<file path="src/rtl/counter_4_bits.sv">
// rtl/counter_4_bits.sv - free-running up-counter with enable and synchronous reset
// Reset outranks enable; the value wraps modulo 2^WIDTH with the MSB carry dropped.
module counter_4_bits #(
  parameter int WIDTH = 4
) (
  input  logic             clk,
  input  logic             rst,
  input  logic             enable,
  output logic [WIDTH-1:0] count
);

  logic [WIDTH-1:0] r_count;
  logic [WIDTH-1:0] w_count_inc;

  // Width-matched add: the carry out of the MSB falls off naturally.
  assign w_count_inc = r_count + {{(WIDTH-1){1'b0}}, 1'b1};

  always_ff @(posedge clk) begin
    if (rst) begin
      r_count <= '0;
    end else if (enable) begin
      r_count <= w_count_inc;
    end
  end

  assign count = r_count;

endmodule

</file>
<file path="config.mk">
export PLATFORM = sky130hd
export DESIGN_NAME = counter_4_bits
export DESIGN_NICKNAME = d
export VERILOG_FILES = /design/src/rtl/counter_4_bits.sv
export SDC_FILE = /design/constraint.sdc
export NUM_CORES = 1
export LEC_CHECK = 0
export CORE_AREA = 10 10 47 49
export DETAILED_ROUTE_END_ITERATION = 6
export DIE_AREA = 0 0 57 59
export GPL_TIMING_DRIVEN = 0
export PLACE_DENSITY_LB_ADDON = 0.2
export SKIP_CTS_REPAIR_TIMING = 1
export SYNTH_ARGS = -nofsm -noshare
export SYNTH_HDL_FRONTEND = slang
export SYNTH_SLANG_ARGS = --single-unit
</file>
<file path="constraint.sdc">
create_clock -name clk -period 1.55 [get_ports clk]
set_clock_uncertainty 0.2 [all_clocks]
set_input_delay 0.31 -clock clk [delete_from_list [all_inputs] [get_ports clk]]
set_output_delay 0.31 -clock clk [all_outputs]
set_load 0.02 [all_outputs]
</file>
==> flow_metrics.env <==
export IMPL_timing_rr_start="count[0]"
export IMPL_grt_pass1_vias=170
export IMPL_first_pass_iters=2
export IMPL_grt_usage=0.0302
export IMPL_drc=0
export IMPL_internal_power_w=0.000216
export IMPL_p_switching_w=0.0000664
export IMPL_fin_area_sq_um=292
export IMPL_drt_wl_total_um=460
export IMPL_grt_max_degree=6
export IMPL_r2r_end="count[3]"
export IMPL_grt_overflow=0
export IMPL_antenna_found_initial=0
export IMPL_rrSetupSlack_ps=400
export IMPL_yosysSeqAreaShare=0.448
export IMPL_switching_share=0.235
export IMPL_cts_max_level=1
export IMPL_yosysTopAreaCell="dfxtp_1"
export IMPL_rsz0062_at_grt="no"
export IMPL_cp_end_kind="flop"
export IMPL_path_clk_slew_ps=40
export IMPL_r2r_cells=2
export IMPL_p_seq_frac=0.411
export IMPL_final_cell_mix="dfxtp_1 (4), dlymetal6s2s_1 (4), nor2_1 (3), clkbuf_4 (3), clkdlybuf4s50_1 (2)"
export IMPL_whs_endpoint="count[1]"
export IMPL_relSlewSlack=0.841
export IMPL_fmax_mhz=699
export IMPL_start_kind="primary input"
export IMPL_busiest_layer="met2"
export IMPL_power_per_cell_area_nw_per_um2=969
export IMPL_ir_drop_uv=418
export IMPL_start_util=0.128
export IMPL_synthCells=16
export IMPL_io_pin_count=7
export IMPL_dieWidth_um=57
export IMPL_hold_class="flop to flop"
export IMPL_yosys_cell_types_count=11
export IMPL_core_area_sq_um=1400
export IMPL_synth_area_sq_um=179
export IMPL_clk_latency_ps=230
export IMPL_drtAntennaViolNets=0
export IMPL_vias=153
export IMPL_synth_nets=20
export IMPL_finalHoldViolations=0
export IMPL_numCtsBuffers=3
export IMPL_min_delay_start="count[1]"
export IMPL_status="completed"
export IMPL_fin_crit_ps=1430
export IMPL_grt_use_met1=0.0188
export IMPL_min_delay_path_depth=2
export IMPL_largest_reg_flops=4
export IMPL_combPwrFrac=0.137
export IMPL_finalSetupViolations=0
export IMPL_synth_top_area_frac=0.448
export IMPL_finalWeightedCongestion=0.614
export IMPL_clk_path_buf_depth=2
export IMPL_cts_root_buf="clkbuf_4"
export IMPL_n_fill_cell=169
export IMPL_clock_sinks=4
export IMPL_fin_nets=31
export IMPL_grt_pass1_wl_um=717
export IMPL_worstSetupPathType="primary input to flop"
export IMPL_ys_ff_latch=4
export IMPL_maxSlewViolCount=0
export IMPL_synth_area_leaders="dfxtp_1 (45%), mux2_4 (8.4%), ha_1 (7.0%)"
export IMPL_clkPwrFrac=0.452
export IMPL_ys_warnings_count=0
export IMPL_routedWlPerCell_um=11.2
export IMPL_crit_fanout=5
export IMPL_cts_tree="done"
export IMPL_final_setup_tns_ps=0
export IMPL_dieArea_sq_um=3360
export IMPL_antenna_cells=0
export IMPL_power_leakage_nw=0.188
export IMPL_required_ps=1470
export IMPL_rows=14
export IMPL_via_per_inst=3.73
export IMPL_layout_drive_gt1_share=0.240
export IMPL_grt_met3_usage=0.0451
export IMPL_critPathArrivalTime_ps=1350
export IMPL_placed_area_sq_um=259
export IMPL_dieHeight_um=59
export IMPL_grt_use_met2=0.0465
export IMPL_first_iter_violations=3
export IMPL_avgSynthCellArea_sq_um=11.2
export IMPL_tightest_slew_ps=238
export IMPL_portBuffers=6
export IMPL_finalCritPeriodShare=0.923
export IMPL_drv_cap=0
export IMPL_area_delta_synth_final_pct=62.9
layer usage:
metal,share of wire,up-vias
met4,0,0
met3,0.091,0
li1,-,75
met5,0,-
met1,0.40,73
met2,0.51,5
logic make-up (layout without fill, tap and decap cells):
group	count (synthesis)	in the layout	share of synthesized area
fa+ha+maj	1	1	0.0699
xor+xnor	1	1	0.0490
mux	2	2	0.140
flops	4	4	0.448
compound gates	2	2	0.0839
simple gates	6	6	0.210
buf+inv	0	9	0
how the worst max path moves through the flow:
| stage | start | to | slack, ps | cells past startpoint |
|---|---|---|---|---|
| after floorplan | count[0] | count[3] | 310 | 2 |
| after global placement | enable | count[3] | -120 | 3 |
| after detailed placement | enable | count[3] | -140 | 3 |
| after CTS | count[0] | count[0] | -260 | 1 |
| after global routing | enable | count[3] | 90 | 3 |
| final | enable | count[3] | 120 | 3 |
worst max-delay path: stages:
cell	delay, ps
clkdlybuf4s50_1	600
nand4_2	130
mux2_4	310
stage by stage:
step / instances / hold slack, ps / utilization / setup WS [ps] / power, W
floorplan: 16 / 179 / - / 311 / 0.000136
global placement: 38 / 354 / 0.185 / -122 / 0.000158
detailed placement: 38 / 356 / 0.185 / -140 / 0.000159
CTS: 41 / 361 / 0.201 / -260 / 0.000292
global route: 41 / 386 / 0.208 / 86.4 / 0.000303
finish: 41 / 352 / 0.208 / 119 / 0.000282
Yosys cell counts:
library cell	count
ha_1	1
nor2_1	3
mux2i_1	1
dfxtp_1	4
mux2_4	1
nand3b_1	1
a21oi_1	1
nor2b_1	1
a21bo_2	1
xnor2_1	1
nand4_2	1
power by group through the flow:
stage / clock network, W / registers [W] / logic [W]
after floorplan: 0 / 0.000124 / 0.0000119
after global placement: 0 / 0.000118 / 0.0000404
after detailed placement: 0 / 0.000118 / 0.0000408
after CTS: 0.000134 / 0.000117 / 0.0000412
after global routing: 0.000145 / 0.000117 / 0.0000418
final: 0.000128 / 0.000116 / 0.0000388
cell type report:
| type | count | area [sq um] | share of cell area |
|---|---|---|---|
| Multi-Input combinational cell | 12 | 98.8 | 0.339 |
| Clock buffer | 3 | 22.5 | 0.0773 |
| Tap cell | 16 | 20.0 | 0.0687 |
| Timing Repair Buffer | 6 | 70.1 | 0.240 |
| Sequential cell | 4 | 80.1 | 0.275 |
No activity file was read; power rests on OpenSTA's default activity.
